<file path="src/rtl/approx_mult_if.sv">
// Handshake and data bundle for approx_mult_pipe: input operands/mode with
// valid/ready, and the product/mode result with valid/ready.
interface approx_mult_if #(
    parameter int unsigned WIDTH = 8
);
    logic                   in_valid;
    logic                   in_ready;
    logic [WIDTH-1:0]       in_a;
    logic [WIDTH-1:0]       in_b;
    logic                   in_mode;
    logic                   out_valid;
    logic                   out_ready;
    logic [2*WIDTH-1:0]     out_prod;
    logic                   out_mode;

    modport master (
        output in_valid, in_a, in_b, in_mode, out_ready,
        input  in_ready, out_valid, out_prod, out_mode
    );

    modport slave (
        input  in_valid, in_a, in_b, in_mode, out_ready,
        output in_ready, out_valid, out_prod, out_mode
    );
endinterface

</file>
<file path="src/rtl/approx_mult_pipe.sv">
// Three-stage unsigned multiplier with per-transaction exact/approximate mode.
// Optional output-transfer statistics counters under APPROX_MULT_STATS_EN.
module approx_mult_pipe #(
    parameter int unsigned WIDTH       = 8,
    parameter int unsigned APPROX_COLS = 2
) (
    input  logic              clk,
    input  logic              rst_n,
    approx_mult_if.slave      bus
`ifdef APPROX_MULT_STATS_EN
    ,
    output logic [31:0]       op_count,
    output logic [31:0]       approx_count
`endif
);

    localparam int unsigned PW = 2 * WIDTH;
    // Columns at or above APPROX_COLS are summed exactly; those below are OR-ed.
    localparam logic [PW-1:0] HI_MASK = ~((PW'(1) << APPROX_COLS) - PW'(1));

    logic                         w_advance;

    logic                         r_s1_valid;
    logic                         r_s1_mode;
    logic [WIDTH-1:0][WIDTH-1:0]  r_s1_pp;
    logic [WIDTH-1:0][WIDTH-1:0]  w_pp;

    logic                         r_s2_valid;
    logic                         r_s2_mode;
    logic [PW-1:0]                r_s2_sum;
    logic [PW-1:0]                r_s2_carry;
    logic [PW-1:0]                r_s2_low;

    logic [PW-1:0]                w_mask;
    logic [PW-1:0]                w_row;
    logic [PW-1:0]                w_maj;
    logic [PW-1:0]                w_sum;
    logic [PW-1:0]                w_carry;
    logic [PW-1:0]                w_low;

    logic                         r_out_valid;
    logic                         r_out_mode;
    logic [PW-1:0]                r_out_prod;

    // Whole pipeline freezes only when the output holds data nobody takes.
    assign w_advance     = !(r_out_valid && !bus.out_ready);
    assign bus.in_ready  = w_advance;
    assign bus.out_valid = r_out_valid;
    assign bus.out_prod  = r_out_prod;
    assign bus.out_mode  = r_out_mode;

    // S1: one partial-product row per multiplier bit
    always_comb begin
        w_pp = '0;
        for (int j = 0; j < WIDTH; j++) begin
            w_pp[j] = bus.in_a & {WIDTH{bus.in_b[j]}};
        end
    end

    always_ff @(posedge clk or negedge rst_n) begin
        if (!rst_n) begin
            r_s1_valid <= 1'b0;
            r_s1_mode  <= 1'b0;
            r_s1_pp    <= '0;
        end else if (w_advance) begin
            r_s1_valid <= bus.in_valid;
            if (bus.in_valid) begin
                r_s1_mode <= bus.in_mode;
                r_s1_pp   <= w_pp;
            end
        end
    end

    // S2: carry-save reduction of the exact columns, OR of the approximate ones
    always_comb begin
        w_mask  = r_s1_mode ? HI_MASK : '1;
        w_row   = '0;
        w_maj   = '0;
        w_sum   = '0;
        w_carry = '0;
        w_low   = '0;
        for (int j = 0; j < WIDTH; j++) begin
            w_row   = PW'(r_s1_pp[j]) << j;
            w_low   = w_low | (w_row & ~w_mask);
            w_row   = w_row & w_mask;
            w_maj   = (w_sum & w_carry) | (w_sum & w_row) | (w_carry & w_row);
            w_sum   = w_sum ^ w_carry ^ w_row;
            w_carry = w_maj << 1;
        end
    end

    always_ff @(posedge clk or negedge rst_n) begin
        if (!rst_n) begin
            r_s2_valid <= 1'b0;
            r_s2_mode  <= 1'b0;
            r_s2_sum   <= '0;
            r_s2_carry <= '0;
            r_s2_low   <= '0;
        end else if (w_advance) begin
            r_s2_valid <= r_s1_valid;
            if (r_s1_valid) begin
                r_s2_mode  <= r_s1_mode;
                r_s2_sum   <= w_sum;
                r_s2_carry <= w_carry;
                r_s2_low   <= w_low;
            end
        end
    end

    // S3: the exact part has zeros below APPROX_COLS, so OR-ing the low bits is safe
    always_ff @(posedge clk or negedge rst_n) begin
        if (!rst_n) begin
            r_out_valid <= 1'b0;
            r_out_mode  <= 1'b0;
            r_out_prod  <= '0;
        end else if (w_advance) begin
            r_out_valid <= r_s2_valid;
            if (r_s2_valid) begin
                r_out_mode <= r_s2_mode;
                r_out_prod <= (r_s2_sum + r_s2_carry) | r_s2_low;
            end
        end
    end

`ifdef APPROX_MULT_STATS_EN
    logic        w_xfer;
    logic [31:0] r_op_count;
    logic [31:0] r_approx_count;

    assign w_xfer       = r_out_valid && bus.out_ready;
    assign op_count     = r_op_count;
    assign approx_count = r_approx_count;

    // Saturating transfer counters
    always_ff @(posedge clk or negedge rst_n) begin
        if (!rst_n) begin
            r_op_count     <= 32'd0;
            r_approx_count <= 32'd0;
        end else if (w_xfer) begin
            if (r_op_count != 32'hFFFF_FFFF) begin
                r_op_count <= r_op_count + 32'd1;
            end
            if (r_out_mode && (r_approx_count != 32'hFFFF_FFFF)) begin
                r_approx_count <= r_approx_count + 32'd1;
            end
        end
    end
`else
    // Statistics counters are not built in this configuration.
`endif

endmodule

</file>
<file path="src/flat_wrapper.sv">
// flat-port wrapper written by rule: the top's interface ports become plain ports
module approx_mult_pipe_flat 
#(
    parameter int unsigned WIDTH       = 8,
    parameter int unsigned APPROX_COLS = 2
)
  (clk, rst_n, bus_in_valid, bus_in_a, bus_in_b, bus_in_mode, bus_out_ready, bus_in_ready, bus_out_valid, bus_out_prod, bus_out_mode);
  approx_mult_if #(.WIDTH(WIDTH)) bus_i ();
  input  logic clk;
  input  logic rst_n;
  input wire logic [$bits(bus_i.in_valid)-1:0] bus_in_valid;
  input wire logic [$bits(bus_i.in_a)-1:0] bus_in_a;
  input wire logic [$bits(bus_i.in_b)-1:0] bus_in_b;
  input wire logic [$bits(bus_i.in_mode)-1:0] bus_in_mode;
  input wire logic [$bits(bus_i.out_ready)-1:0] bus_out_ready;
  output wire logic [$bits(bus_i.in_ready)-1:0] bus_in_ready;
  output wire logic [$bits(bus_i.out_valid)-1:0] bus_out_valid;
  output wire logic [$bits(bus_i.out_prod)-1:0] bus_out_prod;
  output wire logic [$bits(bus_i.out_mode)-1:0] bus_out_mode;
  assign bus_i.in_valid = bus_in_valid;
  assign bus_i.in_a = bus_in_a;
  assign bus_i.in_b = bus_in_b;
  assign bus_i.in_mode = bus_in_mode;
  assign bus_i.out_ready = bus_out_ready;
  assign bus_in_ready = bus_i.in_ready;
  assign bus_out_valid = bus_i.out_valid;
  assign bus_out_prod = bus_i.out_prod;
  assign bus_out_mode = bus_i.out_mode;
  approx_mult_pipe #(.WIDTH(WIDTH), .APPROX_COLS(APPROX_COLS)) u_core (.clk(clk), .rst_n(rst_n), .bus(bus_i));
endmodule
</file>
<file path="config.mk">
export PLATFORM = sky130hd
export DESIGN_NAME = approx_mult_pipe_flat
export DESIGN_NICKNAME = d
export VERILOG_FILES = /design/src/rtl/approx_mult_if.sv /design/src/rtl/approx_mult_pipe.sv /design/src/flat_wrapper.sv
export SDC_FILE = /design/constraint.sdc
export NUM_CORES = 1
export LEC_CHECK = 0
export ABC_AREA = 0
export BUFFER_PORTS_ARGS = -buffer_cell sky130_fd_sc_hd__buf_2
export CAP_MARGIN = 20
export CORE_MARGIN = 2
export CORE_UTILIZATION = 26
export DETAILED_ROUTE_END_ITERATION = 7
export HOLD_SLACK_MARGIN = 0.08
export PLACE_DENSITY_LB_ADDON = 0.12
export SYNTH_ARGS = -nofsm -noshare
export SYNTH_HDL_FRONTEND = slang
export SYNTH_SLANG_ARGS = --single-unit
</file>
<file path="constraint.sdc">
create_clock -name clk -period 3.4 [get_ports clk]
set_input_delay 0.17 -clock clk [delete_from_list [all_inputs] [get_ports clk]]
set_output_delay 0.17 -clock clk [all_outputs]
set_load 0.01 [all_outputs]
</file>
==> results.toml <==
[run_status]
status = "finished with violations"
violations = "negative setup slack"

[drt]
via_count = 3608
post_drt_via_cell_ratio = 4.16
wl_per_cell_um = 13.5
drc = 0
ant_nets = 0
wl_um = 11700
firstDrtPassIters = 4
drtIter0Drc = 210

[floorplan]
die_area_sq_mm = 0.0228
core_sq_mm = 0.0212
start_util_pct = 26.6
fp.dieH_um = 151
rows = 53
io_pins = 40
dieWidth_um = 151

[critical_path]
critPathArrivalTime_ns = 3.97
crit_fanout = 2
path_class = "flop to flop"
worst-endpoint-required_ns = 3.61
crit_path_end_kind = "flop"
cp-start-kind = "flop"

[global_route]
grt_pass1_wl_um = 19800
grt_max_degree = 77
track_usage_pct = 11.3
antenna_found_initial = 1
grt_pass1_vias = 3777
gr-total-overflow = 0

[clocking]
clock-root-buffer = "clkbuf_16"
max-clock-path-buffers = 2
cts_tree = "built"
clock_latency_ns = 0.36
cts_num_sinks = 110
cts-htree-levels = 3
path_clk_slew_ns = 0.08
numCtsBuffers = 9

[min_path]
hold_class = "input pin to flop"

[timing]
relSlewSlack_pct = 35.7
layout_setup_ws_ns = -0.353
period_share_pct = 110
slew_violations = 0
min_period_ns = 3.75
tightest_slew_ns = 0.962
clock.fmax_mhz = 266
hold_viol = 0
rsz0062_at_grt = "true"
tns_ns = -2.15
final-setup-viol-count = 10
worst_clock_skew_ns = 0.0104

[synth]
syn_area_sq_mm = 0.00563
synthMuxAreaShare_pct = 2.40
avgSynthCellArea_sq_um = 9.98
synthXorXnorAreaFrac_pct = 0.311
synth-warning-count = 0
synth_compound_area_share_pct = 10.7
ys_seq_area_share_pct = 48.9
synth.distinct_cells = 36
synth_fa_ha_area_share_pct = 18.4
yosys.area_share.simple_pct = 12.8
netlist_instances = 564
synth_seq_cells = 110
synth_top_family_by_area = "adder cells"
synth_nets = 642

[finish]
n_fill_cell = 2200
drive_gt1_share_pct = 16.7
final_cell_mix = "161 x nand2_1, 110 x dfrtp_1, 89 x o21ai_0"
finalNetCount = 665
design_area_sq_mm = 0.00648
final_common_cell = "nand2_1"
areaGrowthSynthToFinish_pct = 15.1
multiInputGateArea_sq_mm = 0.00257
ff_latch_area_sq_mm = 0.00275

[power]
power-per-cell-area_mw_per_mm2 = 810
power.total_mw = 5.25
irDropWorstVdd_uv = 259
p_leak_nw = 2.97

[placed_design]
dp_hpwl_um = 8420
placed_cell_area_sq_mm = 0.00609
port_buffers = 39
globalplace.congestion = 0.725

[job]
maxCapViolCount = 0
## synth_stat cells
library cell	instances	share of area, %
nand2_1	162	11
dfrtp_1	110	49
o21ai_0	97	8.6
inv_1	53	3.5
fa_1	43	15
buf_1	16	1.1
ha_1	14	3.1
buf_2	13	1.2
mux2_2	12	2.4
clkbuf_1	5	0.33
nor2_1	5	0.33
a211oi_1	2	0.27
a21o_1	2	0.27
a21oi_1	2	0.18
clkbuf_2	2	0.18
nand2b_1	2	0.22
nor2b_1	2	0.22
nor2b_4	2	0.49
nor3_1	2	0.18
xor2_1	2	0.31
a211o_1	1	0.16
a31o_2	1	0.16
and2_1	1	0.11
buf_4	1	0.13
inv_2	1	0.067
nand3_1	1	0.089
nand4_1	1	0.11
o2111ai_1	1	0.16
o211ai_1	1	0.13
o21a_1	1	0.13
o21bai_1	1	0.13
o2bb2ai_1	1	0.16
o311a_1	1	0.18
o31a_1	1	0.16
or2b_2	1	0.16
or4_1	1	0.13
## registers in the layout, indices dropped and copies added, names as in the netlist
signal / flops
u_core.bus.out_mode: 1
u_core.bus.out_prod: 16
u_core.bus.out_valid: 1
u_core.r_s1_mode: 1
u_core.r_s1_pp: 64
u_core.r_s1_valid: 1
u_core.r_s2_carry: 7
u_core.r_s2_low: 2
u_core.r_s2_mode: 1
u_core.r_s2_sum: 15
u_core.r_s2_valid: 1
## layer usage
layer	up-vias	part of all wire, %	wire length, um	GRT usage (%)
met5	-	0	0	0
met4	0	1.8	206	4.49
met3	14	3.7	430	2.41
met2	38	43	5050	16.4
met1	1723	51	6020	16.4
li1	1833	-	-	-
## worst paths after layout
path / start / to / slack (ns) / cells past startpoint
setup / recovery: u_core.r_s1_pp[7]$_DFFE_PN0P_ / u_core.r_s2_sum[7]$_DFFE_PN0P_ / -0.35 / 9
hold / removal: bus_out_ready / u_core.r_s1_valid$_DFFE_PN0N_ / 0.11 / 4
setup reg to reg: u_core.r_s1_pp[7]$_DFFE_PN0P_ / u_core.r_s2_sum[7]$_DFFE_PN0P_ / -0.35 / 9
hold reg to reg: u_core.bus.out_prod[0]$_DFFE_PN0P_ / u_core.bus.out_prod[0]$_DFFE_PN0P_ / 0.47 / 2
max in group asynchronous: rst_n / u_core.r_s1_pp[2]$_DFFE_PN0P_ / 2.07 / 3
min in group asynchronous: rst_n / u_core.r_s1_pp[30]$_DFFE_PN0P_ / 0.43 / 2
## timing repair
action                                  4_1_cts  5_1_grt
endpoints found under the hold margin        56        0
pin swaps                                     0        9
gates resized for setup                       6       19
hold buffers                                  2        0
endpoints found under the setup margin       11       12
setup buffers                                 0        1
## cells by family (layout without fill, tap and decap cells)
kind of cell / after synthesis / in the layout
and+or+nand+nor: 180 / 180
DFF: 110 / 110
muxes: 12 / 12
buffers and inverters: 91 / 119
xor gates and xnor gates: 2 / 2
adders and majority gates: 57 / 57
AOI/OAI and AO/OA: 112 / 112
other: 0 / 1
## through the flow
stage | cells | utilization [%] | hold slack (ns) | setup WS, ns
after CTS | 866 | 30.5 | 0.0911 | -0.378
after floorplan | 564 | - | -0.126 | -0.257
final | 868 | 30.6 | 0.106 | -0.353
after detailed placement | 848 | 28.8 | 0.325 | -0.374
after global placement | 848 | 28.8 | 0.304 | -0.383
after global routing | 867 | 30.6 | 0.128 | -0.451
## layout make-up
cell class	count	share of cell area, %
timing repair buffer	49	4.48
tap	275	5.31
antenna	1	0.0386
inverter	54	3.13
clock buffer	10	3.53
clock inverter	6	1.47
multi-input combinational	363	39.6
sequential	110	42.5
## power breakdown
part,leakage (nW),switching (mW),total [mW],internal [mW]
combinational,1.40,1.19,2.17,0.984
sequential,1.42,0.212,1.90,1.69
clock,0.151,0.524,1.18,0.654
total,2.97,1.93,5.25,3.32
## critical path, cell delays in order (launching register included)
cell and delay [ns]:
dfrtp_1 0.42, ha_4 0.25, fa_2 0.52, fa_1 0.42
fa_1 0.46, fa_1 0.49, inv_1 0.05, fa_1 0.45
fa_1 0.50, o21ai_1 0.07
Power figures use the tool's default switching activity.
